### src/rtl/icevga_pkg.sv
// Shared constants and types for the icevga command controller.
package icevga_pkg;

  localparam int unsigned COLOR_W      = 12;
  localparam int unsigned POS_W        = 7;
  localparam int unsigned COLS_DEFAULT = 100;
  localparam int unsigned ROWS_DEFAULT = 75;

  localparam logic [7:0] OP_NOP        = 8'h00;
  localparam logic [7:0] OP_SET_BG     = 8'h01;
  localparam logic [7:0] OP_SET_FG     = 8'h02;
  localparam logic [7:0] OP_SET_CURSOR = 8'h03;
  localparam logic [7:0] OP_PUT_CHAR   = 8'h04;

  typedef enum logic [1:0] {StOpc, StArg1, StArg2} dec_state_e;
  typedef enum logic [1:0] {StIdle, StStrobe, StRecover} rd_state_e;

  // Clamp an 8-bit coordinate argument to lim-1.
  function automatic logic [POS_W-1:0] sat_pos(input logic [7:0] v, input int unsigned lim);
    if ({24'd0, v} >= lim) return POS_W'(lim - 1);
    return v[POS_W-1:0];
  endfunction

endpackage

### src/rtl/icevga_cmd_ctrl_if.sv
// Character-write handshake between the command controller and the text-render stage.
interface icevga_cmd_ctrl_if;
  import icevga_pkg::*;

  logic             char_wr_valid;
  logic [7:0]       char_wr_code;
  logic [POS_W-1:0] char_wr_col;
  logic [POS_W-1:0] char_wr_row;
  logic             char_wr_ready;

  modport master (
    output char_wr_valid, char_wr_code, char_wr_col, char_wr_row,
    input  char_wr_ready
  );

  modport slave (
    input  char_wr_valid, char_wr_code, char_wr_col, char_wr_row,
    output char_wr_ready
  );
endinterface

### src/rtl/icevga_fifo_rd_seq.sv
// Synchronises the FIFO empty flag and paces active-low read strobes, capturing one byte per read.
module icevga_fifo_rd_seq
  import icevga_pkg::*;
#(
  parameter int unsigned RD_PULSE_CYCLES    = 4,
  parameter int unsigned RD_RECOVERY_CYCLES = 2,
  parameter int unsigned SYNC_STAGES        = 2
) (
  input  logic       clk,
  input  logic       nrst,
  input  logic       nef_in,
  input  logic [7:0] disp_cmd_in,
  input  logic       stall_i,
  output logic       disp_cmd_rd,
  output logic [7:0] byte_o,
  output logic       byte_valid_o
);

  // Recovery also covers the synchroniser so a fresh empty flag is seen before re-reading.
  localparam int unsigned RecoverCycles = RD_RECOVERY_CYCLES + SYNC_STAGES;
  localparam int unsigned CntMax = (RD_PULSE_CYCLES > RecoverCycles) ? RD_PULSE_CYCLES
                                                                     : RecoverCycles;
  localparam int unsigned CntW = $clog2(CntMax + 1);
  localparam logic [CntW-1:0] PulseLast   = CntW'(RD_PULSE_CYCLES - 1);
  localparam logic [CntW-1:0] RecoverLast = CntW'(RecoverCycles - 1);

  logic [SYNC_STAGES-1:0] sync_q, sync_d;
  logic                   nef_s;
  rd_state_e              state_q, state_d;
  logic [CntW-1:0]        cnt_q, cnt_d;
  logic                   rd_q, rd_d;
  logic [7:0]             byte_q, byte_d;
  logic                   valid_q, valid_d;

  always_comb begin
    sync_d[0] = nef_in;
    for (int i = 1; i < SYNC_STAGES; i++) sync_d[i] = sync_q[i-1];
  end
  assign nef_s = sync_q[SYNC_STAGES-1];

  always_comb begin
    state_d = state_q;
    cnt_d   = cnt_q;
    rd_d    = rd_q;
    byte_d  = byte_q;
    valid_d = 1'b0;
    unique case (state_q)
      StIdle: begin
        if (nef_s && !stall_i && !valid_q) begin
          rd_d    = 1'b0;
          cnt_d   = PulseLast;
          state_d = StStrobe;
        end
      end
      StStrobe: begin
        if (cnt_q == '0) begin
          byte_d  = disp_cmd_in;
          valid_d = 1'b1;
          rd_d    = 1'b1;
          cnt_d   = RecoverLast;
          state_d = StRecover;
        end else begin
          cnt_d = cnt_q - 1'b1;
        end
      end
      StRecover: begin
        if (cnt_q == '0) state_d = StIdle;
        else             cnt_d   = cnt_q - 1'b1;
      end
      default: state_d = StIdle;
    endcase
  end

  always_ff @(posedge clk or negedge nrst) begin
    if (!nrst) begin
      sync_q  <= '0;
      state_q <= StIdle;
      cnt_q   <= '0;
      rd_q    <= 1'b1;
      byte_q  <= '0;
      valid_q <= 1'b0;
    end else begin
      sync_q  <= sync_d;
      state_q <= state_d;
      cnt_q   <= cnt_d;
      rd_q    <= rd_d;
      byte_q  <= byte_d;
      valid_q <= valid_d;
    end
  end

  assign disp_cmd_rd  = rd_q;
  assign byte_o       = byte_q;
  assign byte_valid_o = valid_q;

endmodule

### src/rtl/icevga_cmd_ctrl.sv
// Parses the command FIFO byte stream into colour, cursor and character-write updates.
// Optional ICEVGA_VSYNC_APPLY_EN: colour writes are shadowed and applied after vblank_start.
module icevga_cmd_ctrl
  import icevga_pkg::*;
#(
  parameter int unsigned RD_PULSE_CYCLES    = 4,
  parameter int unsigned RD_RECOVERY_CYCLES = 2,
  parameter int unsigned SYNC_STAGES        = 2,
  parameter int unsigned COLS               = COLS_DEFAULT,
  parameter int unsigned ROWS               = ROWS_DEFAULT
) (
  input  logic               clk,
  input  logic               nrst,
  input  logic               nef_in,
  input  logic [7:0]         disp_cmd_in,
  output logic               disp_cmd_rd,
  input  logic               vblank_start,
  output logic [COLOR_W-1:0] bg_color,
  output logic [COLOR_W-1:0] fg_color,
  output logic [POS_W-1:0]   cursor_col,
  output logic [POS_W-1:0]   cursor_row,
  icevga_cmd_ctrl_if.master  char_wr,
  output logic               proto_err
);

  localparam logic [POS_W-1:0] ColLast = POS_W'(COLS - 1);
  localparam logic [POS_W-1:0] RowLast = POS_W'(ROWS - 1);

  logic               byte_valid;
  logic [7:0]         rx_byte;
  logic [COLOR_W-1:0] color_new;

  dec_state_e         dec_q, dec_d;
  logic [7:0]         op_q, op_d;
  logic [7:0]         arg1_q, arg1_d;
  logic [COLOR_W-1:0] bg_q, bg_d, fg_q, fg_d;
  logic [COLOR_W-1:0] bg_sh_q, bg_sh_d, fg_sh_q, fg_sh_d;
  logic [POS_W-1:0]   col_q, col_d, row_q, row_d;
  logic               wr_valid_q, wr_valid_d;
  logic [7:0]         wr_code_q, wr_code_d;
  logic [POS_W-1:0]   wr_col_q, wr_col_d, wr_row_q, wr_row_d;
  logic               proto_q, proto_d;

  icevga_fifo_rd_seq #(
    .RD_PULSE_CYCLES    (RD_PULSE_CYCLES),
    .RD_RECOVERY_CYCLES (RD_RECOVERY_CYCLES),
    .SYNC_STAGES        (SYNC_STAGES)
  ) u_rd_seq (
    .clk          (clk),
    .nrst         (nrst),
    .nef_in       (nef_in),
    .disp_cmd_in  (disp_cmd_in),
    .stall_i      (wr_valid_q),
    .disp_cmd_rd  (disp_cmd_rd),
    .byte_o       (rx_byte),
    .byte_valid_o (byte_valid)
  );

  assign color_new = {arg1_q[3:0], rx_byte};

  always_comb begin
    dec_d      = dec_q;
    op_d       = op_q;
    arg1_d     = arg1_q;
    bg_d       = bg_q;
    fg_d       = fg_q;
    bg_sh_d    = bg_sh_q;
    fg_sh_d    = fg_sh_q;
    col_d      = col_q;
    row_d      = row_q;
    wr_valid_d = wr_valid_q;
    wr_code_d  = wr_code_q;
    wr_col_d   = wr_col_q;
    wr_row_d   = wr_row_q;
    proto_d    = 1'b0;

    // Reads stall while a write is pending, so this never races a SET_CURSOR.
    if (wr_valid_q && char_wr.char_wr_ready) begin
      wr_valid_d = 1'b0;
      if (col_q == ColLast) begin
        col_d = '0;
        row_d = (row_q == RowLast) ? '0 : row_q + POS_W'(1);
      end else begin
        col_d = col_q + POS_W'(1);
      end
    end

    if (byte_valid) begin
      unique case (dec_q)
        StOpc: begin
          case (rx_byte)
            OP_NOP: ;
            OP_SET_BG, OP_SET_FG, OP_SET_CURSOR, OP_PUT_CHAR: begin
              op_d  = rx_byte;
              dec_d = StArg1;
            end
            default: proto_d = 1'b1;
          endcase
        end
        StArg1: begin
          if (op_q == OP_PUT_CHAR) begin
            wr_valid_d = 1'b1;
            wr_code_d  = rx_byte;
            wr_col_d   = col_q;
            wr_row_d   = row_q;
            dec_d      = StOpc;
          end else begin
            arg1_d = rx_byte;
            dec_d  = StArg2;
          end
        end
        StArg2: begin
          dec_d = StOpc;
          case (op_q)
            OP_SET_BG: bg_sh_d = color_new;
            OP_SET_FG: fg_sh_d = color_new;
            OP_SET_CURSOR: begin
              col_d = sat_pos(arg1_q, COLS);
              row_d = sat_pos(rx_byte, ROWS);
            end
            default: ;
          endcase
        end
        default: dec_d = StOpc;
      endcase
    end

`ifdef ICEVGA_VSYNC_APPLY_EN
    // Shadow value as of this cycle; a write landing now waits for the next vblank.
    if (vblank_start) begin
      bg_d = bg_sh_q;
      fg_d = fg_sh_q;
    end
`else
    bg_d = bg_sh_d;
    fg_d = fg_sh_d;
`endif
  end

`ifndef ICEVGA_VSYNC_APPLY_EN
  logic unused_vblank;
  assign unused_vblank = vblank_start;
`endif

  always_ff @(posedge clk or negedge nrst) begin
    if (!nrst) begin
      dec_q      <= StOpc;
      op_q       <= OP_NOP;
      arg1_q     <= '0;
      bg_q       <= 12'h000;
      fg_q       <= 12'hFFF;
      bg_sh_q    <= 12'h000;
      fg_sh_q    <= 12'hFFF;
      col_q      <= '0;
      row_q      <= '0;
      wr_valid_q <= 1'b0;
      wr_code_q  <= '0;
      wr_col_q   <= '0;
      wr_row_q   <= '0;
      proto_q    <= 1'b0;
    end else begin
      dec_q      <= dec_d;
      op_q       <= op_d;
      arg1_q     <= arg1_d;
      bg_q       <= bg_d;
      fg_q       <= fg_d;
      bg_sh_q    <= bg_sh_d;
      fg_sh_q    <= fg_sh_d;
      col_q      <= col_d;
      row_q      <= row_d;
      wr_valid_q <= wr_valid_d;
      wr_code_q  <= wr_code_d;
      wr_col_q   <= wr_col_d;
      wr_row_q   <= wr_row_d;
      proto_q    <= proto_d;
    end
  end

  assign bg_color              = bg_q;
  assign fg_color              = fg_q;
  assign cursor_col            = col_q;
  assign cursor_row            = row_q;
  assign char_wr.char_wr_valid = wr_valid_q;
  assign char_wr.char_wr_code  = wr_code_q;
  assign char_wr.char_wr_col   = wr_col_q;
  assign char_wr.char_wr_row   = wr_row_q;
  assign proto_err             = proto_q;

endmodule

### src/flat_wrapper.sv
// flat-port wrapper written by rule: the top's interface ports become plain ports
module icevga_cmd_ctrl_flat import icevga_pkg::*;
#(
  parameter int unsigned RD_PULSE_CYCLES    = 4,
  parameter int unsigned RD_RECOVERY_CYCLES = 2,
  parameter int unsigned SYNC_STAGES        = 2,
  parameter int unsigned COLS               = COLS_DEFAULT,
  parameter int unsigned ROWS               = ROWS_DEFAULT
)
  (clk, nrst, nef_in, disp_cmd_in, disp_cmd_rd, vblank_start, bg_color, fg_color, cursor_col, cursor_row, proto_err, char_wr_char_wr_valid, char_wr_char_wr_code, char_wr_char_wr_col, char_wr_char_wr_row, char_wr_char_wr_ready);
  icevga_cmd_ctrl_if char_wr_i ();
  input  logic clk;
  input  logic nrst;
  input  logic nef_in;
  input  logic [7:0] disp_cmd_in;
  output logic disp_cmd_rd;
  input  logic vblank_start;
  output logic [COLOR_W-1:0] bg_color;
  output logic [COLOR_W-1:0] fg_color;
  output logic [POS_W-1:0] cursor_col;
  output logic [POS_W-1:0] cursor_row;
  output logic proto_err;
  output wire logic [$bits(char_wr_i.char_wr_valid)-1:0] char_wr_char_wr_valid;
  output wire logic [$bits(char_wr_i.char_wr_code)-1:0] char_wr_char_wr_code;
  output wire logic [$bits(char_wr_i.char_wr_col)-1:0] char_wr_char_wr_col;
  output wire logic [$bits(char_wr_i.char_wr_row)-1:0] char_wr_char_wr_row;
  input wire logic [$bits(char_wr_i.char_wr_ready)-1:0] char_wr_char_wr_ready;
  assign char_wr_char_wr_valid = char_wr_i.char_wr_valid;
  assign char_wr_char_wr_code = char_wr_i.char_wr_code;
  assign char_wr_char_wr_col = char_wr_i.char_wr_col;
  assign char_wr_char_wr_row = char_wr_i.char_wr_row;
  assign char_wr_i.char_wr_ready = char_wr_char_wr_ready;
  icevga_cmd_ctrl #(.RD_PULSE_CYCLES(RD_PULSE_CYCLES), .RD_RECOVERY_CYCLES(RD_RECOVERY_CYCLES), .SYNC_STAGES(SYNC_STAGES), .COLS(COLS), .ROWS(ROWS)) u_core (.clk(clk), .nrst(nrst), .nef_in(nef_in), .disp_cmd_in(disp_cmd_in), .disp_cmd_rd(disp_cmd_rd), .vblank_start(vblank_start), .bg_color(bg_color), .fg_color(fg_color), .cursor_col(cursor_col), .cursor_row(cursor_row), .char_wr(char_wr_i), .proto_err(proto_err));
endmodule
### config.mk
export PLATFORM = sky130hd
export DESIGN_NAME = icevga_cmd_ctrl_flat
export DESIGN_NICKNAME = d
export VERILOG_FILES = /design/src/rtl/icevga_pkg.sv /design/src/rtl/icevga_cmd_ctrl_if.sv /design/src/rtl/icevga_fifo_rd_seq.sv /design/src/rtl/icevga_cmd_ctrl.sv /design/src/flat_wrapper.sv
export SDC_FILE = /design/constraint.sdc
export NUM_CORES = 1
export LEC_CHECK = 0
export CORE_MARGIN = 2
export CORE_UTILIZATION = 53
export DETAILED_ROUTE_END_ITERATION = 8
export PLACE_DENSITY = 0.8
export SLEW_MARGIN = 10
export SYNTH_ARGS = -nofsm -noshare
export SYNTH_HDL_FRONTEND = slang
export SYNTH_HIERARCHICAL = 1
export SYNTH_SLANG_ARGS = --single-unit
### constraint.sdc
create_clock -name clk -period 2.2 [get_ports clk]
set_input_delay 0.33 -clock clk [delete_from_list [all_inputs] [get_ports clk]]
set_output_delay 0.33 -clock clk [all_outputs]
set_load 0.1 [all_outputs]
==> results of run 1 <==
-- registers in the layout, indices dropped and copies added (netlist names), 8 cells and up --
register / flops
u_core/arg1_q: 8
u_core/bg_sh_q: 12
u_core/char_wr.char_wr_code: 8
u_core/fg_sh_q: 12
u_core/op_q: 8
u_core/u_rd_seq/byte_o: 8
-- stage by stage --
step | setup slack [ps] | total power (uW) | hold WS [ps] | util, %
6_report | 158 | 4840 | 365 | 68.4
5_1_grt | 63.8 | 5090 | 384 | 68.4
4_1_cts | 98.2 | 4860 | 372 | 68.4
3_5_place_dp | 126 | 3590 | 342 | 65.4
3_3_place_gp | 176 | 3540 | 338 | 65.4
2_1_floorplan | 53.3 | 3170 | 34.4 | -
-- routing by layer --
metal	up-vias	GRT usage, %
met5	-	0
met4	0	7.97
met3	11	6.07
met2	86	32.3
met1	1505	29.1
li1	1414	-
-- power groups by stage --
stage | registers [uW] | logic [uW] | clock network (uW)
after global placement | 2280 | 1260 | 0
after detailed placement | 2290 | 1300 | 0
after floorplan | 2410 | 766 | 0
after CTS | 2260 | 1310 | 1290
final | 2270 | 1310 | 1260
after global routing | 2300 | 1440 | 1350
-- cell families (layout without fill, tap and decap cells) --
family / after synthesis / count (layout)
xor gates and xnor gates: 2 / 2
buffers and inverters: 28 / 120
and+or+nand+nor: 71 / 71
AOI/OAI and AO/OA: 66 / 66
DFF: 97 / 97
muxes: 67 / 67
adders and majority gates: 10 / 10
-- layout by cell type (no fill, tap or decap), types with 10 or more instances in the layout --
| master | Yosys | routed |
|---|---|---|
| sky130_fd_sc_hd__mux2_1 | 20 | 20 |
| sky130_fd_sc_hd__dfstp_2 | 13 | 13 |
| sky130_fd_sc_hd__ha_1 | 10 | 10 |
| sky130_fd_sc_hd__mux2_2 | 45 | 45 |
| sky130_fd_sc_hd__a21oi_1 | 30 | 30 |
| sky130_fd_sc_hd__nand3_1 | 11 | 11 |
| sky130_fd_sc_hd__dfrtp_1 | 84 | 77 |
| sky130_fd_sc_hd__inv_1 | 14 | 14 |
| sky130_fd_sc_hd__clkdlybuf4s50_1 | 0 | 10 |
| sky130_fd_sc_hd__nor2_1 | 12 | 11 |
| sky130_fd_sc_hd__buf_4 | 1 | 76 |
-- worst reg2reg max path: cells and delay by family (launching register included) --
family	cells	cell delay, ps
buffers and inverters	1	190
muxes	1	360
DFF	1	390
and+or+nand+nor	4	990
-- timing repair --
item                                    4_1_cts  5_1_grt
endpoints found under the setup margin        0        7
resized for setup                             0        1
hold buffers                                  1        0
endpoints found under the hold margin        40        0
-- cell usage after synthesis, drive strengths merged (2+ instances only) --
cell type   n
o22ai       2
clkbuf      7
o2111ai     2
a31oi      10
buf         7
nor2       13
nand2       5
a211oi      3
nor2b       2
nand4bb     2
nand3      11
nor4b       2
a21oi      30
o211ai      2
dfstp      13
and3        7
inv        14
mux2       66
o31a        2
and2        5
nand3b      2
dfrtp      84
nor3        5
or3         5
o21ai      10
nor3b       5
ha         10
-- final cells by class --
type	count	area (um2)
multi-input combinational	216	1750
clock inverter	7	93.8
sequential	97	2450
fill	563	2470
clock buffer	9	124
timing repair buffer	90	741
inverter	14	52.6
tap	102	128
-- worst max-delay path by stage --
stage                              start                        endpoint  slack, ps  cells after the start
floorplan           u_core/cursor_col[0]            u_core/cursor_row[5]         50                      6
global placement          u_core/op_q[5]  u_core/char_wr.char_wr_code[3]        180                      6
detailed placement        u_core/op_q[5]   u_core/char_wr.char_wr_col[2]        130                      6
CTS                       u_core/op_q[5]   u_core/char_wr.char_wr_col[2]        100                      6
global route              u_core/op_q[5]   u_core/char_wr.char_wr_col[4]         60                      6
finish                    u_core/op_q[5]   u_core/char_wr.char_wr_col[2]        160                      6
==> results_dict.tcl, run 1 <==
set metrics [dict create \
    initial_core_util_pct 55.4 \
    synth-edff-count 0 \
    sequential_to_total_area_share_from_yosys_stat_pct 56.5 \
    post_synth_fa_ha_maj_area_fraction_pct 2.89 \
    fin_tns_setup_ps 0 \
    reg2reg_slack_ps 160 \
    synth_largest_type_area_fraction_pct 48.6 \
    first_global_vias 2880 \
    compound_gate_fraction_of_synth_area_pct 9.40 \
    routed_wire_length_per_instance_um 16.5 \
    syn-cell-area_mm2 0.00433 \
    hold_viol 0 \
    unrepaired_setup_endpoints_after_global_routing "no" \
    worstReg2RegStart "u_core/op_q[5]" \
    slew_at_the_pin_closest_to_its_max_slew_limit_ps 961 \
    clkTransAtPathRegs_ps 90 \
    dp_hpwl_um 6110 \
    post_synth_mux_area_share_pct 17.5 \
    irDropWorstVdd_v 0.000759 \
    die_span_y_um 94.3 \
    timing.critical_path.from_type "flop" \
    routedLengthMet1_um 3990 \
    min_period_over_period_pct 92.8 \
    initialDrtViolationCount 187 \
    total_wire_length_after_detailed_routing_um 8850 \
    leakage_power_uw 0.00260 \
    route.top_layer_used "met4" \
    comb_power_share_pct 27.1 \
    run_status "completed" \
    worstReg2RegEnd "u_core/char_wr.char_wr_col[2]" \
    end_kind "flop" \
    min_to "u_core/u_rd_seq/sync_q[1]" \
    count_of_buffers_from_port_buffering 74 \
    internal-power_uw 3170 \
    maxSlewViolCount 0 \
    synth_top_cells_by_area "sky130_fd_sc_hd__dfrtp_1 49%, sky130_fd_sc_hd__mux2_2 12%, sky130_fd_sc_hd__dfstp_2 7.9%" \
    post-route-cell-area_mm2 0.00534 \
    antenna_diode_count 0 \
    clk_latency_worst_skew_pair_ps 360 \
    core-area_mm2 0.00781 \
    placedCellCount 518 \
    drv.max_cap_violation_count 0 \
    cts_inserted_buffers 9 \
    row_count 32 \
    overall_routing_resource_usage_pct 21.2 \
    total_switching_power_uw 1670 \
    timing.critical_path.max_delay_family "simple AND/OR/NAND/NOR gates" \
    seq_power_share_pct 46.8 \
    routed_via_density 5.64 \
    antenna_violations_before_repair 0 \
    powerDensity_mw_per_mm2 907 \
    synth-xor-area-share_pct 0.405 \
    pin_count_of_the_biggest_net_entering_global_routing 47 \
    finClkSkew_ps 11.9 \
    syn_nets 364 \
    wl_met2_um 4130 \
    first_pass_drt_iterations 4 \
    final_layout_size_suffix_gt1_share_pct 39.7 \
    share_of_flip_flops_with_an_asynchronous_set_or_reset_pct 100 \
    p_clk_share_pct 26.0 \
    crit_required_ps 2440 \
    post_cts_buffers 0 \
    post_synthesis_simple_gate_area_fraction_pct 10.2 \
    synth_top_family_by_area "multiplexers" \
    hold_path.startpoint "u_core/u_rd_seq/sync_q[0]" \
    detailroute.via_count 3016 \
    clock.fmax_ghz 0.490 \
    tritoncts "yes" \
    h-tree-depth 3 \
    met3WireLength_um 626 \
    count_of_clock_tree_sinks 97 \
    ys.flop_type "sky130_fd_sc_hd__dfrtp_1" \
    chipWidth_um 94.3 \
    synthesis.instances 341 \
    postSynthRegisterBits 97 \
    timing.hold.worst.class "flop to flop" \
    ws_path_type "flop to flop" \
    grt_remaining_overflow 0 \
    reg2reg_depth 6 \
    crit_path_max_incr_delay_ps 560 \
    detail-route-antenna-nets 0 \
    dpl-instance-area_mm2 0.00511 \
    yosys_warnings 6 \
    buffer_type_at_the_clock_tree_root "sky130_fd_sc_hd__clkbuf_8" \
    finalNetCount 451 \
    worst_path_max_delay_cell "sky130_fd_sc_hd__or4_4" \
    cts-root-to-sink-buffers 2 \
    synthDistinctLibCells 54 \
    postSynthAreaPerCell_um2 12.7 \
    worst_ep_arrival_time_ps 2290 \
    drcViolationCount 0 \
    cp_max_fo 22 \
    power_switching_share_pct 34.5 \
    slew_headroom_pct 34.9 \
    finalWeightedCongestion 0.772 \
    wire_length_of_the_first_global_routing_pass_um 14500 \
    crit_buf_inv 1 \
    final_setup_violations 0 \
    final_cell_count_no_fill 535 \
    worst_hold_path_cells 0 \
    die_area_mm2 0.00890 \
    ios 76 \
    netlist.top_cell.by_area "sky130_fd_sc_hd__dfrtp_1" \
    layout_min_cycle_time_ps 2040 \
    layout-area-overhead-vs-synth_pct 23.5 \
    path_cells "or4_4 > nor2_2 > nand3_1 > nor2_4 > buf_12 > mux2_2" \
]
(Power assumes the default switching activity.)
==> run 2: changes to the inputs <==
--- a/config.mk
+++ b/config.mk
@@ -5,10 +5,10 @@
 export SDC_FILE = /design/constraint.sdc
 export NUM_CORES = 1
 export LEC_CHECK = 0
-export CORE_MARGIN = 2
 export CORE_UTILIZATION = 53
 export DETAILED_ROUTE_END_ITERATION = 8
-export PLACE_DENSITY = 0.8
+export GPL_TIMING_DRIVEN = 0
+export PLACE_DENSITY = 0.89
 export SLEW_MARGIN = 10
 export SYNTH_ARGS = -nofsm -noshare
 export SYNTH_HDL_FRONTEND = slang
==> results_dict.tcl, run 2 (same netlist as run 1, synthesis figures left out) <==
set metrics [dict create \
    cts_inserted_buffers 9 \
    power_switching_share_pct 36.7 \
    grt_remaining_overflow 0 \
    worst_path_max_delay_cell "sky130_fd_sc_hd__or4_4" \
    worstReg2RegStart "u_core/op_q[5]" \
    final_critical_path_setup_slack_ps 27.6 \
    cp_max_fo 10 \
    clock.fmax_ghz 0.460 \
    crit_required_ps 2440 \
    final_cell_count_no_fill 536 \
    antenna_diode_count 0 \
    count_of_buffers_from_port_buffering 74 \
    overall_routing_resource_usage_pct 23.6 \
    initial_core_util_pct 55.4 \
    clkTransAtPathRegs_ps 100 \
    reg2reg_slack_ps 30 \
    layout.cells.most_common_list "77 x sky130_fd_sc_hd__dfrtp_1, 46 x sky130_fd_sc_hd__dlygate4sd2_1, 45 x sky130_fd_sc_hd__mux2_2" \
    worstReg2RegEnd "u_core/char_wr.char_wr_code[0]" \
    timing.critical_path.from_type "flop" \
    detailroute.via_count 3134 \
    final_layout_size_suffix_gt1_share_pct 24.0 \
    die_span_y_um 92.3 \
    antenna_violations_before_repair 0 \
    first_global_vias 3099 \
    placedCellCount 518 \
    total_wire_length_after_detailed_routing_um 9510 \
    routed_wire_length_per_instance_um 17.7 \
    reg2reg_depth 6 \
    tritoncts "yes" \
    powerDensity_mw_per_mm2 879 \
    maxSlewViolCount 0 \
    drv.max_cap_violation_count 0 \
    layout-area-overhead-vs-synth_pct 25.9 \
    h-tree-depth 3 \
    slew_at_the_pin_closest_to_its_max_slew_limit_ps 971 \
    finalNetCount 452 \
    layout_top_registers "u_core/bg_sh_q (12), u_core/fg_sh_q (12)" \
    initialDrtViolationCount 228 \
    path_cells "or4_4 > nor2_1 > nand3_2 > nor2_4 > buf_6 > mux2_2" \
    wire_length_of_the_first_global_routing_pass_um 15400 \
    finalWeightedCongestion 0.838 \
    ios 76 \
    pin_count_of_the_biggest_net_entering_global_routing 57 \
    routed_via_density 5.85 \
    dp_hpwl_um 6500 \
    clk_latency_worst_skew_pair_ps 370 \
    leakage_power_uw 0.00291 \
    worst_hold_path_cells 0 \
    run_status "completed" \
    slew_headroom_pct 35.0 \
    hold_viol 0 \
    p_clk_share_pct 25.2 \
    irDropWorstVdd_v 0.000662 \
    final_setup_violations 0 \
    chipWidth_um 92.3 \
    crit_path_max_incr_delay_ps 560 \
    worst_ep_arrival_time_ps 2420 \
    die_area_mm2 0.00853 \
    dpl-instance-area_mm2 0.00523 \
    layout_commonest_cell "sky130_fd_sc_hd__dfrtp_1" \
    layout_min_cycle_time_ps 2170 \
    post_place_setup_slack_ps 38.2 \
    timing.critical_path.max_delay_family "simple AND/OR/NAND/NOR gates" \
    post-route-cell-area_mm2 0.00545 \
    end_kind "flop" \
    crit_buf_inv 1 \
    comb_power_share_pct 27.3 \
    total_switching_power_uw 1760 \
    hold_path.startpoint "u_core/u_rd_seq/sync_q[0]" \
    power_uw 4790 \
    timing.hold.worst.class "flop to flop" \
    first_pass_drt_iterations 5 \
    finClkSkew_ps 16.0 \
    buffer_type_at_the_clock_tree_root "sky130_fd_sc_hd__clkbuf_8" \
    drcViolationCount 0 \
    cts-root-to-sink-buffers 2 \
    seq_power_share_pct 47.5 \
    core-area_mm2 0.00781 \
    count_of_clock_tree_sinks 97 \
    min_period_over_period_pct 98.7 \
    internal-power_uw 3030 \
    row_count 32 \
    min_to "u_core/u_rd_seq/sync_q[1]" \
    detail-route-antenna-nets 0 \
    ws_path_type "flop to flop" \
]
## run 2: cell types whose count changed in the layout (fill, tap and decap cells not counted), moves of 3 or more
cell,previous run,this run
sky130_fd_sc_hd__dlygate4sd2_1,0,46
sky130_fd_sc_hd__buf_12,3,0
sky130_fd_sc_hd__dlymetal6s2s_1,0,16
sky130_fd_sc_hd__buf_4,76,3
sky130_fd_sc_hd__clkbuf_1,0,6
sky130_fd_sc_hd__buf_6,0,3
## run 2: cell type report
type / instances / area (um2)
Tap cell: 102 / 128
Clock inverter: 7 / 83.8
Fill cell: 575 / 2360
Clock buffer: 9 / 124
Inverter: 14 / 52.6
Buffer: 14 / 82.6
Timing Repair Buffer: 77 / 766
Multi-Input combinational cell: 216 / 1760
Sequential cell: 97 / 2450
## run 2: worst max path at each step
stage / to / start / cells after the start / slack [ps]
after global routing: u_core/char_wr.char_wr_code[0] / u_core/op_q[5] / 6 / -20
after detailed placement: u_core/cursor_row[5] / char_wr_char_wr_ready / 6 / 40
after floorplan: u_core/cursor_row[5] / u_core/cursor_col[0] / 6 / 50
after global placement: u_core/cursor_col[4] / nrst / 1 / -2910
after CTS: bg_color[4] / u_core/bg_sh_q[4] / 1 / 2
final: u_core/char_wr.char_wr_code[0] / u_core/op_q[5] / 6 / 30
## run 2: worst reg2reg max path: stages, from the launching register on
cell	delay, ps
sky130_fd_sc_hd__dfrtp_1	390
sky130_fd_sc_hd__or4_4	560
sky130_fd_sc_hd__nor2_1	220
sky130_fd_sc_hd__nand3_2	150
sky130_fd_sc_hd__nor2_4	190
sky130_fd_sc_hd__buf_6	190
sky130_fd_sc_hd__mux2_2	360
## run 2: metal layers
| layer | up-vias | GRT usage (%) | part of all wire (%) |
|---|---|---|---|
| met3 | 19 | 5.34 | 6.0 |
| li1 | 1413 | - | - |
| met5 | - | 0 | 0 |
| met1 | 1588 | 28.6 | 41 |
| met2 | 114 | 40.0 | 51 |
| met4 | 0 | 10.8 | 1.7 |
## run 2: power by group through the flow
stage                     clock network, uW  logic (uW)  registers (uW)
after floorplan                           0         766            2410
after global placement                    0        1210            2270
after detailed placement                  0        1280            2300
after CTS                              1220        1290            2260
after global routing                   1310        1410            2310
final                                  1210        1310            2280
## run 2: timing repair
| action | 4_1_cts | 5_1_grt |
|---|---|---|
| endpoints found under the setup margin | 46 | 30 |
| gates resized for setup | 46 | 18 |
| hold buffers | 1 | 0 |
| buffers inserted | 0 | 1 |
| hold endpoints to repair | 36 | 0 |
| pin swaps | 0 | 1 |
## run 2: through the flow
step | util [%] | hold WS, ps | TNS [ps]
finish | 69.8 | 363 | 0
global route | 69.8 | 382 | -25.9
CTS | 69.0 | 367 | 0
detailed placement | 67.0 | 344 | 0
global placement | 66.6 | 341 | -236650
floorplan | - | 34.4 | 0
==> run 3: changes to the inputs <==
--- a/config.mk
+++ b/config.mk
@@ -8,7 +8,7 @@
 export CORE_UTILIZATION = 53
 export DETAILED_ROUTE_END_ITERATION = 8
 export GPL_TIMING_DRIVEN = 0
-export PLACE_DENSITY = 0.89
+export PLACE_DENSITY = 0.8
 export SLEW_MARGIN = 10
 export SYNTH_ARGS = -nofsm -noshare
 export SYNTH_HDL_FRONTEND = slang
==> results_dict.tcl, run 3 (same netlist as run 1, synthesis figures left out) <==
set metrics [dict create \
    count_of_buffers_from_port_buffering 74 \
    layout_top_registers "u_core/bg_sh_q (12), u_core/fg_sh_q (12)" \
    chipWidth_um 92.3 \
    powerDensity_mw_per_mm2 882 \
    crit_buf_inv 1 \
    detail-route-antenna-nets 0 \
    drv.max_cap_violation_count 0 \
    finalHoldWorstSlack_ps 366 \
    hold_viol 0 \
    ios 76 \
    finalNetCount 453 \
    clock.fmax_ghz 0.467 \
    cp_max_fo 1 \
    crit_path_max_incr_delay_ps 1120 \
    power_uw 4800 \
    slew_at_the_pin_closest_to_its_max_slew_limit_ps 1010 \
    timing.critical_path.max_delay_family "buffers and inverters" \
    post_place_setup_slack_ps 5.17 \
    clk_latency_worst_skew_pair_ps 370 \
    path_cells "clkdlybuf4s50_1" \
    antenna_diode_count 0 \
    layout.cells.most_common_list "77 x sky130_fd_sc_hd__dfrtp_1, 53 x sky130_fd_sc_hd__dlygate4sd2_1, 45 x sky130_fd_sc_hd__mux2_2" \
    first_global_vias 3031 \
    timing.hold.worst.class "flop to flop" \
    maxSlewViolCount 0 \
    grt_remaining_overflow 0 \
    layout-area-overhead-vs-synth_pct 25.8 \
    finClkSkew_ps 8.70 \
    core-area_mm2 0.00781 \
    finalWeightedCongestion 0.805 \
    die_span_y_um 92.3 \
    buffer_type_at_the_clock_tree_root "sky130_fd_sc_hd__clkbuf_8" \
    reg2reg_slack_ps 120 \
    antenna_violations_before_repair 0 \
    layout_commonest_cell "sky130_fd_sc_hd__dfrtp_1" \
    cts_inserted_buffers 9 \
    count_of_clock_tree_sinks 97 \
    routed_wire_length_per_instance_um 17.2 \
    layout_min_cycle_time_ps 2140 \
    final_setup_violations 0 \
    detailroute.via_count 3084 \
    end_kind "primary output" \
    run_status "completed" \
    unrepaired_setup_endpoints_after_global_routing "no" \
    overall_routing_resource_usage_pct 22.9 \
    pin_count_of_the_biggest_net_entering_global_routing 58 \
    worst_ep_arrival_time_ps 1810 \
    worst_path_max_delay_cell "sky130_fd_sc_hd__clkdlybuf4s50_1" \
    slew_headroom_pct 32.8 \
    filler_instances 578 \
    final_layout_size_suffix_gt1_share_pct 24.6 \
    ws_path_type "flop to primary output" \
    die_area_mm2 0.00853 \
    post-route-util_pct 69.7 \
    clkTransAtPathRegs_ps 100 \
    cts-root-to-sink-buffers 2 \
    dp_hpwl_um 6410 \
    fin_tns_setup_ps 0 \
    row_count 32 \
    drcViolationCount 0 \
    h-tree-depth 3 \
    routed_via_density 5.74 \
    first_pass_drt_iterations 4 \
    timing.critical_path.from_type "flop" \
    leakage_power_uw 0.00282 \
    total_wire_length_after_detailed_routing_um 9220 \
    final_critical_path_setup_slack_ps 57.3 \
    wire_length_of_the_first_global_routing_pass_um 15200 \
    tritoncts "yes" \
    min_period_over_period_pct 97.4 \
    initialDrtViolationCount 107 \
    crit_required_ps 1870 \
    initial_core_util_pct 55.4 \
    irDropWorstVdd_v 0.000679 \
]
==> run 3: changes by cell type in the layout (fill, tap and decap cells not counted) <==
cell	previous run	this run
sky130_fd_sc_hd__dlymetal6s2s_1	16	9
sky130_fd_sc_hd__buf_8	0	1
sky130_fd_sc_hd__dlygate4sd2_1	46	53
sky130_fd_sc_hd__nor4_1	1	0
sky130_fd_sc_hd__nor4_2	0	1
sky130_fd_sc_hd__buf_4	3	4
sky130_fd_sc_hd__inv_8	1	2
sky130_fd_sc_hd__buf_6	3	2
sky130_fd_sc_hd__nor2_1	12	11
sky130_fd_sc_hd__clkinv_4	2	0
sky130_fd_sc_hd__nor2_2	0	1
sky130_fd_sc_hd__clkinvlp_4	1	2
==> run 3: repair_timing <==
item,4_1_cts,5_1_grt
buffers inserted,0,2
endpoints found under the setup margin,56,32
pin swaps,0,1
hold buffers,1,0
resized for setup,54,13
hold endpoints to repair,39,0
==> run 3: worst paths after layout <==
kind | from | to | cells after the start
setup / recovery | u_core/proto_err | proto_err | 1
hold / removal | u_core/u_rd_seq/sync_q[0] | u_core/u_rd_seq/sync_q[1] | 0
setup reg to reg | u_core/op_q[5] | u_core/char_wr.char_wr_code[2] | 6
hold reg to reg | u_core/u_rd_seq/sync_q[0] | u_core/u_rd_seq/sync_q[1] | 0
max in group asynchronous | nrst | u_core/fg_sh_q[1] | 3
min in group asynchronous | nrst | u_core/char_wr.char_wr_col[0] | 2
==> run 3: final cells by class <==
cell class | instances | area (um2) | share of cell area (%)
Buffer | 14 | 86.3 | 1.59
Clock inverter | 7 | 85.1 | 1.56
Inverter | 14 | 52.6 | 0.966
Sequential cell | 97 | 2450 | 45.1
Timing Repair Buffer | 78 | 747 | 13.7
Tap cell | 102 | 128 | 2.34
Clock buffer | 9 | 124 | 2.28
Multi-Input combinational cell | 216 | 1770 | 32.5
==> run 3: per-stage QoR <==
step	cells	cell area [um2]
detailed placement	518	5230
floorplan	341	4330
global route	537	5440
global placement	517	5200
CTS	535	5390
finish	537	5440
==> run 3: routing by layer <==
layer | wire, um | global-route usage (%)
met1 | 4040 | 30.6
met2 | 4510 | 36.3
met3 | 563 | 5.42
met4 | 110 | 9.24
met5 | 0 | 0
==> run 3: power breakdown <==
group	switching (uW)	internal (uW)
Clock	668	549
Sequential	257	2010
Combinational	835	479
Total	1760	3040
